$ cat config.mk
export PLATFORM = sky130hd
export DESIGN_NAME = accum4_extender
export DESIGN_NICKNAME = d
export VERILOG_FILES = /design/src/rtl/accum4_pkg.sv /design/src/rtl/accum4_snap_reg.sv /design/src/rtl/accum4_extender.sv
export SDC_FILE = /design/constraint.sdc
export NUM_CORES = 1
export LEC_CHECK = 0
export ABC_AREA = 1
export ABC_CLOCK_PERIOD_IN_PS = 3500
export CAP_MARGIN = 20
export CORE_MARGIN = 2
export CORE_UTILIZATION = 24
export CTS_BUF_LIST = sky130_fd_sc_hd__clkbuf_8
export DETAILED_ROUTE_END_ITERATION = 8
export GPL_ROUTABILITY_DRIVEN = 0
export GPL_TIMING_DRIVEN = 0
export REMOVE_ABC_BUFFERS = 1
export SKIP_CTS_REPAIR_TIMING = 1
export SYNTH_ARGS = -nofsm -noshare
export SYNTH_HDL_FRONTEND = slang
export SYNTH_SLANG_ARGS = --single-unit
$ cat constraint.sdc
create_clock -name clk -period 3.5 [get_ports clk]
set_input_delay 0.525 -clock clk [delete_from_list [all_inputs] [get_ports clk]]
set_output_delay 0.525 -clock clk [all_outputs]
set_load 0.01 [all_outputs]
$ cat src/rtl/accum4_pkg.sv
// accum4_pkg: shared width constant, output FSM states and snapshot sizing helper.
package accum4_pkg;
  localparam int ACC_W = 4;
  typedef enum logic {SNAP_EMPTY, SNAP_HOLD} snap_state_e;
  function automatic int wraps_w(input int window);
    return $clog2(window + 1);
  endfunction
endpackage

$ cat src/rtl/accum4_snap_reg.sv
// accum4_snap_reg: single-entry valid/ready holding register, latest-wins overwrite with sticky overrun.
module accum4_snap_reg
  import accum4_pkg::*;
#(
  parameter int DW = 8
) (
  input  logic          clk,
  input  logic          rst,
  input  logic          i_load,
  input  logic [DW-1:0] i_data,
  input  logic          i_ready,
  output logic          o_valid,
  output logic [DW-1:0] o_data,
  output logic          o_overrun
);
  snap_state_e r_state, w_state_nx;
  logic [DW-1:0] r_data;
  logic r_ovr;
  always_comb begin
    w_state_nx = r_state;
    w_state_nx = i_load ? SNAP_HOLD : ((r_state == SNAP_HOLD) && i_ready) ? SNAP_EMPTY : r_state;
  end
  always_ff @(posedge clk) begin
    if (rst) begin
      r_state <= SNAP_EMPTY;
      r_data  <= '0;
      r_ovr   <= 1'b0;
    end else begin
      r_state <= w_state_nx;
      if (i_load) r_data <= i_data;
      // an unaccepted snapshot being replaced is the only overrun source
      if (i_load && (r_state == SNAP_HOLD) && !i_ready) r_ovr <= 1'b1;
    end
  end
  assign o_valid   = (r_state == SNAP_HOLD);
  assign o_data    = r_data;
  assign o_overrun = r_ovr;
endmodule

$ cat src/rtl/accum4_extender.sv
// accum4_extender: rebuilds carries lost to accum4's 4-bit wrap and publishes windowed
// {total, wrap count} snapshots over a valid/ready handshake.
module accum4_extender
  import accum4_pkg::*;
#(
  parameter int HI_W   = 4,
  parameter int WINDOW = 4
) (
  input  logic                          clk,
  input  logic                          rst,
  input  logic                          en,
  input  logic [ACC_W-1:0]              in_data,
  input  logic [ACC_W-1:0]              accum,
  output logic                          out_valid,
  input  logic                          out_ready,
  output logic [ACC_W+HI_W-1:0]         out_total,
  output logic [$clog2(WINDOW+1)-1:0]   out_wraps,
  output logic                          out_overrun
);
  localparam int TOT_W = ACC_W + HI_W;
  localparam int WRP_W = wraps_w(WINDOW);
  typedef struct packed {
    logic [TOT_W-1:0] total;
    logic [WRP_W-1:0] wraps;
  } accum4_snap_t;
  logic [HI_W-1:0] r_hi;
  logic [WRP_W-1:0] r_cnt, r_wraps;
  logic [ACC_W:0] w_sum5;
  logic w_carry, w_last;
  logic [HI_W-1:0] w_hi_nx;
  logic [WRP_W-1:0] w_wraps_nx;
  accum4_snap_t w_snap, w_out;
  assign w_sum5     = {1'b0, accum} + {1'b0, in_data};
  assign w_carry    = w_sum5[ACC_W];
  assign w_hi_nx    = r_hi + HI_W'(w_carry);
  assign w_wraps_nx = r_wraps + WRP_W'(w_carry);
  assign w_last     = en && (r_cnt == WRP_W'(WINDOW - 1));
  // snapshot includes this cycle's carry, so the total matches accum4's next value
  assign w_snap     = '{total: {w_hi_nx, w_sum5[ACC_W-1:0]}, wraps: w_wraps_nx};
  always_ff @(posedge clk) begin
    if (rst) begin
      r_hi    <= '0;
      r_cnt   <= '0;
      r_wraps <= '0;
    end else if (en) begin
      r_hi    <= w_hi_nx;
      r_cnt   <= w_last ? '0 : r_cnt + WRP_W'(1);
      r_wraps <= w_last ? '0 : w_wraps_nx;
    end
  end
  accum4_snap_reg #(.DW($bits(accum4_snap_t))) u_snap (
    .clk      (clk),
    .rst      (rst),
    .i_load   (w_last),
    .i_data   (w_snap),
    .i_ready  (out_ready),
    .o_valid  (out_valid),
    .o_data   (w_out),
    .o_overrun(out_overrun)
  );
  assign out_total = w_out.total;
  assign out_wraps = w_out.wraps;
endmodule
==> impl_results.md, run 1 <==
* Status: complete, no violations
* Most frequent cells in the layout: nor2_1 (28), clkdlybuf4s50_1 (24), dfxtp_1 (23)
* Clock Tree Buf Depth at 2
* H-tree depth at 1
* Routed length per instance at between 10 and 15 um
* TritonCTS sink count at 23
* Worst-Skew Late Latency at 0.27 ns
* Yosys warnings at 0
* Met2 Usage GRT at 0.155
* HP Class: flop to flop
* GR Util met3 at 0.0267
* CP required at roughly 3.7 ns
* CP Launch Type: input port
* Mux contribution to synthesized area at 0
* Worst-path fanout max at 3
* Initial drt markers at 35
* Cells after Synth at between 100 and 150
* Number of vias per cell at between 4 and 5
* Post-Synth Simple-Gate Area at 0.231
* Top achievable clock speed at ~380 MHz
* Crit. End Element: flop
* FF+latch count, synth at 23
* Top post-synthesis cells by area: dfxtp_1 (42%), ha_1 (10%), nor2_1 (9.7%), nand2_1 (7.2%), o21ai_0 (5.1%)
* CP Class: input port to flop
* Global-route wire length before repair at between 3000 and 4000 um
* Commonest non-fill, non-tap cell in the layout: nor2_1
* Synth area leader: dfxtp_1
* XOR/XNOR Fraction of Synth Area at 0.0322
* Core ar. at roughly 4400 um2
* All-Layer GR Usage at 0.0917
* Unrepaired setup endpoints after global routing: no
* Vias in the first global route at about 860
* M1 GR Usage at 0.108
* CTS buffer count at 3
* Area growth syn-to-layout at 30.1%
* LEAKAGE at approximately 0.63 nW
* I/O Buffers at 24
* Period utilisation layout at 0.750
* Top Ports at 25
* Busiest grt layer: met2
* Fin. max-slew vios at 0
* Yosys cell types at 19
* Antenna Violating Nets Remaining at 0
* Dpl cell area at ~1400 um2
* Final instance area at 1420 um2
* Total wire length at around 2200 um
* Compound-Gate Fraction of Synth Area at 0.120
* Worst Max-Slew Pin Slew at 0.599 ns
* # nets final at about 180
* CTS root buf: clkbuf_8
* Fraction of layout instances using a drive strength above 1 at 0.0500
* Chip height at 71.3 um
* Final Hold Fails at 0
* Number of core rows at 24
* Final setup vio count at 0
* Drt pass-1 iters at 4
* Final Skew at a little under 0.007 ns
* Final setup TNS at 0 ns
* Initial core utilization at 0.250
* Routed vias at 905
* Fillers at between 400 and 500
* CTS tree: done
* DIE AREA at 5090 um2
* Worst slew margin at 0.599
* Post-Syn Area per Cell at 8.06 um2
* Total grt overflow at 0
* HPWL reported at the end of detailed placement at about 1500 um
* Adder-Cell Fraction of Synth Area at 0.122
* Peak supply drop at ~0.00018 V
* Share of the synthesized area in the top cell type at 0.423
* Pwr dens at roughly 370 nW/um2
* Max-capacitance violation count at 0
* Ant diodes at 0
* Worst endpoint data arrival time at 2.82 ns
* Post-route DRC at 0
* Largest family of logic cells by synthesized area: simple AND/OR/NAND/NOR gates
* Initial antenna violation count at 0
* Seq/Total Area, Yosys at 0.423
* Min cycle time layout at around 2.6 ns
* Netlist Area Pre-Place at 1090 um2
* Clock-pin slew on the worst setup and hold paths at around 0.090 ns
* Largest net degree at the start of global routing at 19
* Chip width at between 70 and 80 um
-- synth_stat cells --
library cell,number
nor2_4,1
fa_1,1
buf_6,2
xor2_1,4
a21oi_1,9
a21oi_2,1
o21a_1,1
o31ai_1,1
clkbuf_1,1
o21ai_0,11
dfxtp_1,23
ha_1,9
nand2_4,1
nand2_1,21
a31oi_1,1
nor2_1,28
nand3_1,5
nor2_8,1
inv_1,14
-- registers in the layout (all words and copies together), names as in the netlist --
signal,flops
u_snap.o_data,11
r_hi,4
r_cnt,3
r_wraps,3
u_snap.o_overrun,1
u_snap.o_valid,1
-- kinds of logic (layout without fill, tap and decap cells) --
| group | count (synthesis) | count (layout) |
|---|---|---|
| DFF | 23 | 23 |
| and+or+nand+nor | 57 | 57 |
| buffers and inverters | 17 | 42 |
| adders and majority gates | 10 | 10 |
| AOI/OAI and AO/OA | 24 | 24 |
| xor gates and xnor gates | 4 | 4 |
-- cell type report --
class	count	area [um2]	share of cell area
Clock buffer	3	41.3	0.0292
Timing Repair Buffer	24	240	0.170
Inverter	14	52.6	0.0371
Sequential cell	23	460	0.325
Clock inverter	1	7.51	0.00530
Multi-Input combinational cell	95	549	0.388
Tap cell	52	65.1	0.0459
-- critical path, cell delays in order --
cell and delay [ns]:
clkdlybuf4s50_1 0.46, ha_1 0.19, inv_1 0.07, fa_1 0.40
o31ai_1 0.39, ha_1 0.25, ha_1 0.16, xor2_1 0.18
nand2_1 0.08, a21oi_2 0.11
-- path summary, 6_finish.rpt --
path	start	end	slack, ns	cells after the start
max reg2reg	r_cnt[0]	u_snap.o_data[9]	2.09	6
min	r_wraps[0]	r_wraps[0]	0.48	2
min reg2reg	r_wraps[0]	r_wraps[0]	0.48	2
max	in_data[0]	u_snap.o_data[9]	0.87	10
-- report_power, final --
group | total [mW] | internal, mW | switching, mW | leakage (nW)
Combinational | 0.0731 | 0.0356 | 0.0375 | 0.422
Clock | 0.168 | 0.0806 | 0.0875 | 0.0217
Sequential | 0.276 | 0.271 | 0.00527 | 0.187
-- routing by layer --
layer | routed length [um] | up-vias
li1 | - | 484
met1 | 1040 | 398
met2 | 1010 | 18
met3 | 95 | 5
met4 | 23 | 0
met5 | 0 | -
-- per-stage QoR --
step / setup WS (ns) / utilization / hold WS, ns / std cells / total power [mW]
CTS: 0.880 / 0.325 / 0.477 / 212 / 0.525
global placement: 0.595 / 0.314 / 0.458 / 208 / 0.355
floorplan: 1.31 / - / 0.443 / 132 / 0.325
detailed placement: 0.602 / 0.314 / 0.463 / 208 / 0.355
finish: 0.875 / 0.325 / 0.476 / 212 / 0.517
global route: 0.750 / 0.325 / 0.496 / 212 / 0.545
No activity file was read; power rests on OpenSTA's default activity.
==> run 2: changes to the inputs <==
Settings changed: ABC_CLOCK_PERIOD_IN_PS 3500 to 2700.
Clock period 3.5 ns to 2.7 ns, I/O delays scaled along.
==> results of run 2 <==
Same layout as run 1 (identical final DEF). Status: complete, no violations.
Main changes from that run: setup slack after placement 0.602 ns -> -0.0775 ns; setup slack after layout 0.875 ns -> 0.195 ns; register-to-register setup slack 2.09 ns -> 1.29 ns; total power 0.517 mW -> 0.670 mW; worst IR drop on VDD 0.000178 V -> 0.000231 V
==> run 3: changes to the inputs <==
Settings changed: CORE_UTILIZATION 24 to 39, PLACE_DENSITY set to 0.68.
==> impl_results.md, run 3 (synthesis results as in run 1) <==
* Initial core utilization at 0.402 (+0.152)
* Setup slack at placement at -0.151 ns
* Max reg flops at 11 (unchanged)
* Routed vias at 921 (+1.8%)
* Antenna Violating Nets Remaining at 0 (unchanged)
* Commonest non-fill, non-tap cell in the layout: nor2_1
* CP Class: input port to flop
* Final Hold Fails at 0 (unchanged)
* Period utilisation layout at 0.916
* Final worst slack at approximately 0.23 ns
* Peak supply drop at roughly 0.00026 V
* Crit. End Element: flop
* Ant diodes at 0 (unchanged)
* Top achievable clock speed at 405 MHz
* Clock Tree Buf Depth at 2 (unchanged)
* CTS root buf: clkbuf_8
* Clock-pin slew on the worst setup and hold paths at 0.08 ns (about the same)
* Area growth syn-to-layout at 27.8%
* Chip width at 56.8 um (-20%)
* Dpl cell area at 1340 um2 (-1.9%)
* Vias in the first global route at 902 (+5.3%)
* All-Layer GR Usage at 0.151 (+0.0590)
* Top Ports at 25 (unchanged)
* LEAKAGE at 0.637 nW (+1.0%)
* Largest stage delay, worst path at 0.46 ns (about the same)
* Number of core rows at 19 (-21%)
* Total grt overflow at 0 (unchanged)
* Max-capacitance violation count at 0 (unchanged)
* Final setup vio count at 0 (unchanged)
* Max stage delay cell, worst path: clkdlybuf4s50_1
* Status: complete, no violations
* DIE AREA at 3230 um2 (-37%)
* Final instance area at 1390 um2 (-1.8%)
* HP Class: flop to flop
* Most frequent cells in the layout: nor2_1 (28), clkdlybuf4s50_1 (24), dfxtp_1 (23)
* TritonCTS sink count at 23 (unchanged)
* CP required at about 2.9 ns
* Worst-path fanout max at 3 (unchanged)
* Routed length per instance at 11.5 um (+12%)
* Core ar. at 2710 um2 (-38%)
* Pwr dens at around 480 nW/um2
* Worst endpoint data arrival time at 2.66 ns
* Chip height at 56.8 um (-20%)
* H-tree depth at 1 (unchanged)
* Initial drt markers at 22 (-37%)
* # nets final at 183 (unchanged)
* Fin. max-slew vios at 0 (unchanged)
* Initial antenna violation count at 0 (unchanged)
* Post-route DRC at 0 (unchanged)
* Fraction of layout instances using a drive strength above 1 at 0.0500 (unchanged)
* Worst-Skew Late Latency at 0.26 ns (about the same)
* Worst Max-Slew Pin Slew at 0.571 ns (-0.0278 ns)
* CP Launch Type: input port
* CTS buffer count at 3 (unchanged)
* Worst slew margin at 0.618 (+0.0186)
* Drt pass-1 iters at 4 (unchanged)
* CP Cell Sequence: clkdlybuf4s50_1 > ha_1 > inv_1 > fa_1 > o31ai_2 > ha_1 > ha_1 > xor2_1 > nand2_1 > a21oi_2
* Largest net degree at the start of global routing at 19 (unchanged)
* HPWL reported at the end of detailed placement at 1560 um (+1.3%)
* Min cycle time layout at approximately 2.5 ns
* Unrepaired setup endpoints after global routing: no
* Final Skew at 0.00404 ns (-0.00269 ns)
* Total wire length at 2190 um (+0.74%)
* Global-route wire length before repair at 3750 um (+1.5%)
* CTS tree: done
* Most used cell, CP: ha_1
* Number of vias per cell at 4.82 (+13%)
* I/O Buffers at 24 (unchanged)
==> run 3: area by class of cell <==
class / instances / area, um2
Multi-Input combinational cell: 95 / 554
Sequential cell: 23 / 460
Timing Repair Buffer: 24 / 240
Inverter: 14 / 52.6
Fill cell: 269 / 1320
Clock inverter: 1 / 3.75
Clock buffer: 3 / 41.3
Tap cell: 31 / 38.8
==> run 3: report_power, final <==
group | switching [mW] | internal, mW
Combinational | 0.0503 | 0.0467
Clock | 0.111 | 0.102
Sequential | 0.00728 | 0.351
==> run 3: per-layer routing <==
metal  up-vias  global-route usage  share of wire
met1       421               0.160           0.43
met4         0              0.0764          0.019
met2        16               0.274           0.51
li1        480                   -              -
met3         4              0.0346          0.036
met5         -                   0              0
==> run 3: worst max-delay path: cells and delay by family <==
kind | cells | cell delay, ns
buf+inv | 2 | 0.52
compound gates | 2 | 0.45
simple gates | 1 | 0.08
fa+ha+maj | 4 | 1.02
xor+xnor | 1 | 0.18
==> run 3: worst paths after layout <==
kind	cells after the start	startpoint	end	slack (ns)
worst min register to register	2	r_cnt[1]	r_cnt[1]	0.48
worst max register to register	6	r_cnt[0]	u_snap.o_data[9]	1.30
worst max-delay path	10	in_data[0]	u_snap.o_data[9]	0.23
worst min-delay path	2	r_cnt[1]	r_cnt[1]	0.48
==> run 3: metrics by stage <==
step	util	total power, mW	TNS [ns]	hold slack, ns	cells
6_report	0.513	0.668	0	0.476	191
5_1_grt	0.513	0.701	0	0.503	191
4_1_cts	0.512	0.675	0	0.478	191
3_5_place_dp	0.495	0.462	-0.583	0.454	187
3_3_place_gp	0.495	0.457	-0.105	0.456	187
2_1_floorplan	-	0.421	0	0.443	132
